[src/rtl/larpix_cfg_pkg.sv]
// Shared definitions for the LArPix configuration packet builder.
//   - packet-declare codes, broadcast chip id, default magic number
//   - FSM state encoding, stored request layout
//   - build_cfg_packet(): formats one request into a 64-bit packet,
//     with odd parity in bit 63.
package larpix_cfg_pkg;

    localparam logic [1:0]  PKT_DATA      = 2'b01;
    localparam logic [1:0]  CFG_WRITE     = 2'b10;
    localparam logic [1:0]  CFG_READ      = 2'b11;
    localparam logic [7:0]  GLOBAL_ID     = 8'd255;
    localparam logic [31:0] DEFAULT_MAGIC = 32'h89504E47;

    typedef enum logic [2:0] {
        ST_IDLE      = 3'd0,
        ST_LOAD      = 3'd1,
        ST_WAIT_BUSY = 3'd2,
        ST_WAIT_DONE = 3'd3,
        ST_GAP       = 3'd4
    } state_e;

    typedef struct packed {
        logic       op;          // 0 = config write, 1 = config read
        logic [7:0] chip_id;
        logic [7:0] addr;
        logic [7:0] data;
        logic       bad_parity;  // flips the parity bit for error injection
    } cfg_req_t;

    function automatic logic [63:0] build_cfg_packet(input cfg_req_t req,
                                                     input logic [31:0] magic);
        logic [63:0] pkt;
        pkt          = 64'd0;
        pkt[1:0]     = req.op ? CFG_READ : CFG_WRITE;
        pkt[9:2]     = req.chip_id;
        pkt[17:10]   = req.addr;
        // Reads carry no payload, whatever the requester put on the data lines
        pkt[25:18]   = req.op ? 8'd0 : req.data;
        pkt[57:26]   = magic;
        pkt[62:58]   = 5'd0;
        pkt[63]      = (~^pkt[62:0]) ^ req.bad_parity;
        return pkt;
    endfunction

endpackage

[src/rtl/larpix_cfg_packet_builder_if.sv]
// Request channel of the configuration packet builder.
//   master : requester (drives req_valid and the request fields)
//   slave  : packet builder (drives req_ready)
interface larpix_cfg_packet_builder_if;
    logic       req_valid;
    logic       req_ready;
    logic       req_op;
    logic [7:0] req_chip_id;
    logic [7:0] req_addr;
    logic [7:0] req_data;
    logic       req_bad_parity;

    modport master (
        output req_valid, req_op, req_chip_id, req_addr, req_data, req_bad_parity,
        input  req_ready
    );

    modport slave (
        input  req_valid, req_op, req_chip_id, req_addr, req_data, req_bad_parity,
        output req_ready
    );
endinterface

[src/rtl/sync_fifo.sv]
// Single-clock FIFO with show-ahead read data and an occupancy count.
// Ports: clk/reset (sync, active-high), i_push/i_data write side,
//        i_pop/o_data read side, o_full/o_empty/o_count status.
// A push while full is accepted when a pop happens in the same cycle.
module sync_fifo #(
    parameter int WIDTH = 26,
    parameter int DEPTH = 8
) (
    input  logic                   clk,
    input  logic                   reset,
    input  logic                   i_push,
    input  logic [WIDTH-1:0]       i_data,
    input  logic                   i_pop,
    output logic [WIDTH-1:0]       o_data,
    output logic                   o_full,
    output logic                   o_empty,
    output logic [$clog2(DEPTH):0] o_count
);
    localparam int AW = $clog2(DEPTH);
    localparam int CW = AW + 1;

    logic [WIDTH-1:0] r_mem [DEPTH];
    logic [AW-1:0]    r_wptr;
    logic [AW-1:0]    r_rptr;
    logic [CW-1:0]    r_count;
    logic             w_do_push;
    logic             w_do_pop;

    assign o_full    = (r_count == CW'(DEPTH));
    assign o_empty   = (r_count == {CW{1'b0}});
    assign w_do_pop  = i_pop & ~o_empty;
    assign w_do_push = i_push & (~o_full | w_do_pop);
    assign o_data    = r_mem[r_rptr];
    assign o_count   = r_count;

    // Entry storage; contents need no reset because the pointers define validity
    always_ff @(posedge clk) begin
        if (w_do_push) begin
            r_mem[r_wptr] <= i_data;
        end
    end

    // Pointers and occupancy
    always_ff @(posedge clk) begin
        if (reset) begin
            r_wptr  <= {AW{1'b0}};
            r_rptr  <= {AW{1'b0}};
            r_count <= {CW{1'b0}};
        end else begin
            if (w_do_push) begin
                r_wptr <= r_wptr + AW'(1);
            end
            if (w_do_pop) begin
                r_rptr <= r_rptr + AW'(1);
            end
            case ({w_do_push, w_do_pop})
                2'b10:   r_count <= r_count + CW'(1);
                2'b01:   r_count <= r_count - CW'(1);
                default: r_count <= r_count;
            endcase
        end
    end
endmodule

[src/rtl/larpix_cfg_packet_builder.sv]
// Command stage in front of the programming UART transmitter.
// Buffers write/read requests, formats each into a 64-bit LArPix config
// packet and hands it to the UART with a one-cycle ld_tx_data strobe,
// then waits for tx_busy to rise and fall before an idle gap.
// Ports: clk, reset (sync, active-high); req_if (slave request channel);
//        tx_data/ld_tx_data/tx_busy UART handshake; idle, fifo_count,
//        pkt_sent_count, timeout_err (sticky), timeout_count (saturating).
module larpix_cfg_packet_builder
    import larpix_cfg_pkg::*;
#(
    parameter int          WIDTH        = 64,
    parameter int          FIFO_DEPTH   = 8,
    parameter logic [31:0] MAGIC_NUMBER = DEFAULT_MAGIC,
    parameter int          BUSY_TIMEOUT = 16,
    parameter int          GAP_CYCLES   = 4
) (
    input  logic                         clk,
    input  logic                         reset,
    larpix_cfg_packet_builder_if.slave   req_if,
    output logic [WIDTH-1:0]             tx_data,
    output logic                         ld_tx_data,
    input  logic                         tx_busy,
    output logic                         idle,
    output logic [$clog2(FIFO_DEPTH):0]  fifo_count,
    output logic [15:0]                  pkt_sent_count,
    output logic                         timeout_err,
    output logic [7:0]                   timeout_count
);
    localparam int REQ_W = $bits(cfg_req_t);
    localparam int TW    = $clog2(BUSY_TIMEOUT + 1);
    localparam int GW    = $clog2(GAP_CYCLES + 1);

    state_e           r_state;
    state_e           w_next_state;
    logic [WIDTH-1:0] r_tx_data;
    logic             r_ld_tx_data;
    logic [TW-1:0]    r_to_cnt;
    logic [GW-1:0]    r_gap_cnt;
    logic [15:0]      r_pkt_sent_count;
    logic             r_timeout_err;
    logic [7:0]       r_timeout_count;

    cfg_req_t         w_req_in;
    cfg_req_t         w_req_out;
    logic [REQ_W-1:0] w_fifo_rd;
    logic             w_full;
    logic             w_empty;
    logic             w_push;
    logic             w_pop;
    logic             w_ld_next;
    logic             w_timeout;
    logic             w_sent;
    logic             w_to_done;
    logic             w_gap_done;

    // Pack the request channel into the stored entry layout
    always_comb begin
        w_req_in.op         = req_if.req_op;
        w_req_in.chip_id    = req_if.req_chip_id;
        w_req_in.addr       = req_if.req_addr;
        w_req_in.data       = req_if.req_data;
        w_req_in.bad_parity = req_if.req_bad_parity;
    end

    assign req_if.req_ready = ~w_full;
    assign w_push           = req_if.req_valid & ~w_full;
    assign w_req_out        = w_fifo_rd;

    sync_fifo #(
        .WIDTH (REQ_W),
        .DEPTH (FIFO_DEPTH)
    ) u_fifo (
        .clk     (clk),
        .reset   (reset),
        .i_push  (w_push),
        .i_data  (w_req_in),
        .i_pop   (w_pop),
        .o_data  (w_fifo_rd),
        .o_full  (w_full),
        .o_empty (w_empty),
        .o_count (fifo_count)
    );

    // The busy window includes the cycle ld_tx_data is high
    assign w_to_done  = (r_to_cnt == TW'(BUSY_TIMEOUT - 1));
    assign w_gap_done = (r_gap_cnt == GW'(GAP_CYCLES - 1));

    // State register
    always_ff @(posedge clk) begin
        if (reset) begin
            r_state <= ST_IDLE;
        end else begin
            r_state <= w_next_state;
        end
    end

    // Next-state decode
    always_comb begin
        w_next_state = r_state;
        case (r_state)
            ST_IDLE: begin
                if (!w_empty) w_next_state = ST_LOAD;
                else          w_next_state = ST_IDLE;
            end
            ST_LOAD: w_next_state = ST_WAIT_BUSY;
            ST_WAIT_BUSY: begin
                if (tx_busy)        w_next_state = ST_WAIT_DONE;
                else if (w_to_done) w_next_state = ST_GAP;
                else                w_next_state = ST_WAIT_BUSY;
            end
            ST_WAIT_DONE: begin
                if (!tx_busy) w_next_state = ST_GAP;
                else          w_next_state = ST_WAIT_DONE;
            end
            ST_GAP: begin
                if (w_gap_done) w_next_state = ST_IDLE;
                else            w_next_state = ST_GAP;
            end
            default: w_next_state = ST_IDLE;
        endcase
    end

    // Per-state strobes feeding the registered outputs and counters
    always_comb begin
        w_pop     = 1'b0;
        w_ld_next = 1'b0;
        w_timeout = 1'b0;
        w_sent    = 1'b0;
        case (r_state)
            ST_IDLE:      w_pop     = ~w_empty;
            ST_LOAD:      w_ld_next = 1'b1;
            ST_WAIT_BUSY: w_timeout = ~tx_busy & w_to_done;
            ST_WAIT_DONE: w_sent    = ~tx_busy;
            ST_GAP:       w_pop     = 1'b0;
            default:      w_pop     = 1'b0;
        endcase
    end

    // Packet register, load strobe, timers and status counters
    always_ff @(posedge clk) begin
        if (reset) begin
            r_tx_data        <= {WIDTH{1'b0}};
            r_ld_tx_data     <= 1'b0;
            r_to_cnt         <= {TW{1'b0}};
            r_gap_cnt        <= {GW{1'b0}};
            r_pkt_sent_count <= 16'd0;
            r_timeout_err    <= 1'b0;
            r_timeout_count  <= 8'd0;
        end else begin
            // tx_data only changes on a pop, so it holds through the whole transfer
            if (w_pop) begin
                r_tx_data <= build_cfg_packet(w_req_out, MAGIC_NUMBER);
            end
            r_ld_tx_data <= w_ld_next;
            if (r_state == ST_LOAD) begin
                r_to_cnt <= {TW{1'b0}};
            end else if (r_state == ST_WAIT_BUSY) begin
                r_to_cnt <= r_to_cnt + TW'(1);
            end
            if (r_state == ST_GAP) begin
                r_gap_cnt <= r_gap_cnt + GW'(1);
            end else begin
                r_gap_cnt <= {GW{1'b0}};
            end
            if (w_sent) begin
                r_pkt_sent_count <= r_pkt_sent_count + 16'd1;
            end
            if (w_timeout) begin
                r_timeout_err <= 1'b1;
                if (r_timeout_count != 8'hFF) begin
                    r_timeout_count <= r_timeout_count + 8'd1;
                end
            end
        end
    end

    assign tx_data        = r_tx_data;
    assign ld_tx_data     = r_ld_tx_data;
    assign idle           = (r_state == ST_IDLE) & w_empty;
    assign pkt_sent_count = r_pkt_sent_count;
    assign timeout_err    = r_timeout_err;
    assign timeout_count  = r_timeout_count;
endmodule

[src/flat_wrapper.sv]
// flat-port wrapper written by rule: the top's interface ports become plain ports
module larpix_cfg_packet_builder_flat import larpix_cfg_pkg::*;
#(
    parameter int          WIDTH        = 64,
    parameter int          FIFO_DEPTH   = 8,
    parameter logic [31:0] MAGIC_NUMBER = DEFAULT_MAGIC,
    parameter int          BUSY_TIMEOUT = 16,
    parameter int          GAP_CYCLES   = 4
)
  (clk, reset, tx_data, ld_tx_data, tx_busy, idle, fifo_count, pkt_sent_count, timeout_err, timeout_count, req_if_req_valid, req_if_req_op, req_if_req_chip_id, req_if_req_addr, req_if_req_data, req_if_req_bad_parity, req_if_req_ready);
  larpix_cfg_packet_builder_if req_if_i ();
  input  logic clk;
  input  logic reset;
  output logic [WIDTH-1:0] tx_data;
  output logic ld_tx_data;
  input  logic tx_busy;
  output logic idle;
  output logic [$clog2(FIFO_DEPTH):0] fifo_count;
  output logic [15:0] pkt_sent_count;
  output logic timeout_err;
  output logic [7:0] timeout_count;
  input wire logic [$bits(req_if_i.req_valid)-1:0] req_if_req_valid;
  input wire logic [$bits(req_if_i.req_op)-1:0] req_if_req_op;
  input wire logic [$bits(req_if_i.req_chip_id)-1:0] req_if_req_chip_id;
  input wire logic [$bits(req_if_i.req_addr)-1:0] req_if_req_addr;
  input wire logic [$bits(req_if_i.req_data)-1:0] req_if_req_data;
  input wire logic [$bits(req_if_i.req_bad_parity)-1:0] req_if_req_bad_parity;
  output wire logic [$bits(req_if_i.req_ready)-1:0] req_if_req_ready;
  assign req_if_i.req_valid = req_if_req_valid;
  assign req_if_i.req_op = req_if_req_op;
  assign req_if_i.req_chip_id = req_if_req_chip_id;
  assign req_if_i.req_addr = req_if_req_addr;
  assign req_if_i.req_data = req_if_req_data;
  assign req_if_i.req_bad_parity = req_if_req_bad_parity;
  assign req_if_req_ready = req_if_i.req_ready;
  larpix_cfg_packet_builder #(.WIDTH(WIDTH), .FIFO_DEPTH(FIFO_DEPTH), .MAGIC_NUMBER(MAGIC_NUMBER), .BUSY_TIMEOUT(BUSY_TIMEOUT), .GAP_CYCLES(GAP_CYCLES)) u_core (.clk(clk), .reset(reset), .req_if(req_if_i), .tx_data(tx_data), .ld_tx_data(ld_tx_data), .tx_busy(tx_busy), .idle(idle), .fifo_count(fifo_count), .pkt_sent_count(pkt_sent_count), .timeout_err(timeout_err), .timeout_count(timeout_count));
endmodule
[config.mk]
export PLATFORM = sky130hd
export DESIGN_NAME = larpix_cfg_packet_builder_flat
export DESIGN_NICKNAME = d
export VERILOG_FILES = /design/src/rtl/larpix_cfg_pkg.sv /design/src/rtl/larpix_cfg_packet_builder_if.sv /design/src/rtl/sync_fifo.sv /design/src/rtl/larpix_cfg_packet_builder.sv /design/src/flat_wrapper.sv
export SDC_FILE = /design/constraint.sdc
export NUM_CORES = 1
export LEC_CHECK = 0
export BUFFER_PORTS_ARGS = -buffer_cell sky130_fd_sc_hd__buf_2
export CORE_ASPECT_RATIO = 0.8
export CORE_MARGIN = 8
export CORE_UTILIZATION = 40
export CTS_CLUSTER_SIZE = 20
export DETAILED_ROUTE_END_ITERATION = 10
export PLACE_DENSITY = 0.58
export SYNTH_ARGS = -nofsm -noshare
export SYNTH_HDL_FRONTEND = slang
export SYNTH_SLANG_ARGS = --single-unit
[constraint.sdc]
create_clock -name clk -period 3.4 [get_ports clk]
set_clock_uncertainty 0.05 [all_clocks]
set_input_delay 0.68 -clock clk [delete_from_list [all_inputs] [get_ports clk]]
set_output_delay 0.68 -clock clk [all_outputs]
set_load 0.05 [all_outputs]
==> summary.md <==
| Metric | Value |
|---|---|
| Initial Utilization | 0.4034 |
| DR iter-0 viols | 453 |
| Multi-input gate area | around 3400 sq um |
| 1st-pass router iterations | 4 |
| Hpwl dp | ~16,000 microns |
| Avg Vias per Cell | ~5 |
| Sequential fraction of the synthesis area | 0.6640 |
| Fin cells | between 1,000 and 1,500 |
| Peak VDD IR | roughly 440 uV |
| GRT Overall Usage | 0.1423 |
| Worst setup path end | u_core.tx_data[63]$_SDFFE_PP0P_ |
| Cell Rows | between 50 and 60 |
| FF-to-FF End | u_core.tx_data[63]$_SDFFE_PP0P_ |
| Placer Congestion | 0.7119 |
| Number of global-route vias before repair | ~6,500 |
| P_leak | between 4 and 5 nW |
| Type of origin of the critical path | flop |
| Hold Violations, Final | 0 |
| CTS sink cnt | 285 |
| FF-to-FF path depth | 8 |
| CTS buffer count | 30 |
| Total wire length | 25,390 microns |
| Die Height | about 170 microns |
| Diode count | 0 |
| Initial antenna violation count | 1 |
| First-pass GRT wire length | 39,420 microns |
| Max Freq | approximately 0.33 GHz |
| Minimum clock period | ~3000 ps |
| Area leader, netlist | edfxtp_1 |
| Slew @ Worst Pin | 621.0 ps |
| Crit path DAT | ~3500 ps |
| Share of the synthesized area in the top cell type | 0.5325 |
| # resized after CTS | 0 |
| Clock Tree Root | clkbuf_16 |
| CTS clk-pin slew, worst paths | roughly 60 ps |
| Setup TNS | 0 ps |
| Layout Nets | 924 |
| Number of flops mapped to enable cells by yosys | 208 |
| Synth area leaders | edfxtp_1 53%, dfxtp_1 13%, mux4_2 4.4%, mux2i_1 3.6%, mux4_1 3.1% |
| Syn_area_per_cell | about 15 sq um |
| Total Die Area | 35,090 sq um |
| Fill cells | between 2,000 and 3,000 |
| Hold Crit Class | input port to flop |
| I/O pin total | approximately 130 |
| Synth-to-Final Area Change | 13.91% |
| Layout cells sized above 1 | 0.2384 |
| Largest net degree at the start of global routing | a little over 40 |
| Dpl cell area | around 12,000 sq um |
| Final setup viols | 0 |
| Seq. cell area | between 7000 and 8000 sq um |
| Clock latency on the worst-skew pair | around 540 ps |
| Max-slew headroom | 0.5860 |
| Post-synth top cells | 208 x edfxtp_1, 77 x dfxtp_1, 75 x nor2_1 |
| Post-Syn Area | roughly 12,000 sq um |
| Crit Path Max Fanout | 14 |
| Setup bufs post-CTS | 0 |
| Max Slew Vio Count | 0 |
| # DRC | 0 |
| FF-to-FF setup slack | ~370 ps |
| Fin crit share | 0.8918 |
| Routed Antenna Nets | 0 |
| Core area | 29,080 sq um |
| CP Class | flop to flop |
| CTS Buffer Depth | 3 |
| Port buffer count | just over 100 |
| Worst endpoint required time | 3810 ps |
| Die X | between 200 and 250 microns |
| Finished Cell Area | 13,360 sq um |
| Max cap viols | 0 |
| TritonCTS clock tree | built |
| PD cells | approximately 830 nW/um^2 |
| Unrepaired setup endpoints after global routing | no |
| Post-Syn Instances | 771 |
| Routed len/inst | about 20 microns |
| Placed cell count | between 1,000 and 1,500 |
| Most frequent cell after synthesis | edfxtp_1 |
| Asr flop ratio synth | 0 |
| Worst setup EP type | flop |
| DR vias | 6,439 |
| Seq cells post-synth | between 200 and 300 |
| Distinct cells, synth | 50 |
| Status | completed |
| Top FF cell, synth | edfxtp_1 |
| Final Power | ~0.011 W |
| Synthesis warning total | 0 |
| Global route overflow | 0 |
| Hold-fix buffers, CTS | 0 |
| H-tree Lvls | 1 |
-- kinds of logic (layout without fill, tap and decap cells) --
group,after synthesis,count (layout),share of synthesized area
flops,285,285,0.6640
xor+xnor,43,43,0.03798
buf+inv,78,190,0.05430
fa+ha+maj,11,11,0.01173
simple gates,191,191,0.07297
other cells,1,24,0.0003197
compound gates,81,81,0.04513
mux,81,81,0.1136
-- per-layer routing --
metal	global-route usage	part of all wire	vias to the layer above
met5	0	0.00039	-
met4	0.03072	0.019	2
met3	0.02455	0.055	40
met2	0.2264	0.46	152
met1	0.2032	0.46	3191
li1	-	-	3054
-- stage by stage --
| stage | setup slack, ps | util | hold slack, ps |
|---|---|---|---|
| after floorplan | -158.6 | - | 358.4 |
| after global routing | 210.9 | 0.4595 | 350.2 |
| after detailed placement | 367.1 | 0.4285 | 373.0 |
| after CTS | 330.5 | 0.4595 | 334.6 |
| final | 367.9 | 0.4595 | 357.6 |
| after global placement | 364.1 | 0.4285 | 366.5 |
-- power by group --
group | switching (W) | internal, W | total [W]
logic | 0.00236 | 0.00142 | 0.00378
registers | 0.000222 | 0.00403 | 0.00425
clock network | 0.00130 | 0.00171 | 0.00301
total | 0.00389 | 0.00715 | 0.0110
-- cell usage in the layout (no fill, tap or decap), types with 7 or more instances in the layout --
cell type  synthesis  final
edfxtp_1         208    208
buf_2              1    101
dfxtp_1           77     75
nor2_1            75     69
nand2_1           54     54
mux2i_1           42     42
a21oi_1           40     40
clkbuf_16          0     31
buf_4             39     25
conb_1             1     24
mux4_2            23     23
xor2_1            21     21
xnor2_1           17     17
mux4_1            14     14
nor3_1            15     13
o21ai_0           12     12
ha_1              11     11
nand3_1           10     10
a211oi_1           9      9
clkinv_2           0      8
clkbuf_1          13      8
nor2_2             1      7
-- cell type report --
cell class                 count  area share
timing repair buffer         128     0.05488
multi-input combinational    431      0.2566
tap                          377     0.03531
inverter                       7    0.002529
clock buffer                  41     0.06237
sequential                   285      0.5833
clock inverter                14    0.005057
-- critical path: stages, from the launching register on --
cell      delay (ps)
dfxtp_2          610
mux4_1           630
mux2i_1          230
xnor2_1          200
xnor3_1          410
xnor3_1          230
xnor3_1          220
xor2_1           160
a211oi_2         200
-- state kept, by name (all words and copies together), names as in the netlist, named ones only --
| name | count |
|---|---|
| u_core.ld_tx_data | 1 |
| u_core.u_fifo.r_wptr | 3 |
| u_core.u_fifo.r_rptr | 3 |
| u_core.r_to_cnt | 5 |
| u_core.timeout_err | 1 |
| u_core.tx_data | 27 |
| u_core.pkt_sent_count | 16 |
| u_core.r_gap_cnt | 3 |
| u_core.u_fifo.r_mem | 208 |
| u_core.r_state | 3 |
| u_core.timeout_count | 8 |
| u_core.u_fifo.o_count | 4 |
-- worst min-delay path by stage --
stage / start / end / slack [ps] / cells past startpoint
after global routing: req_if_req_chip_id[1] / u_core.u_fifo.r_mem[5][18]$_DFFE_PP_ / 350 / 1
after global placement: u_core.r_gap_cnt[0]$_SDFF_PP0_ / u_core.r_gap_cnt[0]$_SDFF_PP0_ / 370 / 1
after detailed placement: u_core.r_gap_cnt[0]$_SDFF_PP0_ / u_core.r_gap_cnt[0]$_SDFF_PP0_ / 370 / 1
final: req_if_req_addr[6] / u_core.u_fifo.r_mem[6][15]$_DFFE_PP_ / 360 / 1
after CTS: req_if_req_chip_id[3] / u_core.u_fifo.r_mem[6][20]$_DFFE_PP_ / 330 / 1
after floorplan: u_core.r_gap_cnt[0]$_SDFF_PP0_ / u_core.r_gap_cnt[0]$_SDFF_PP0_ / 360 / 1
(Power assumes the default switching activity.)
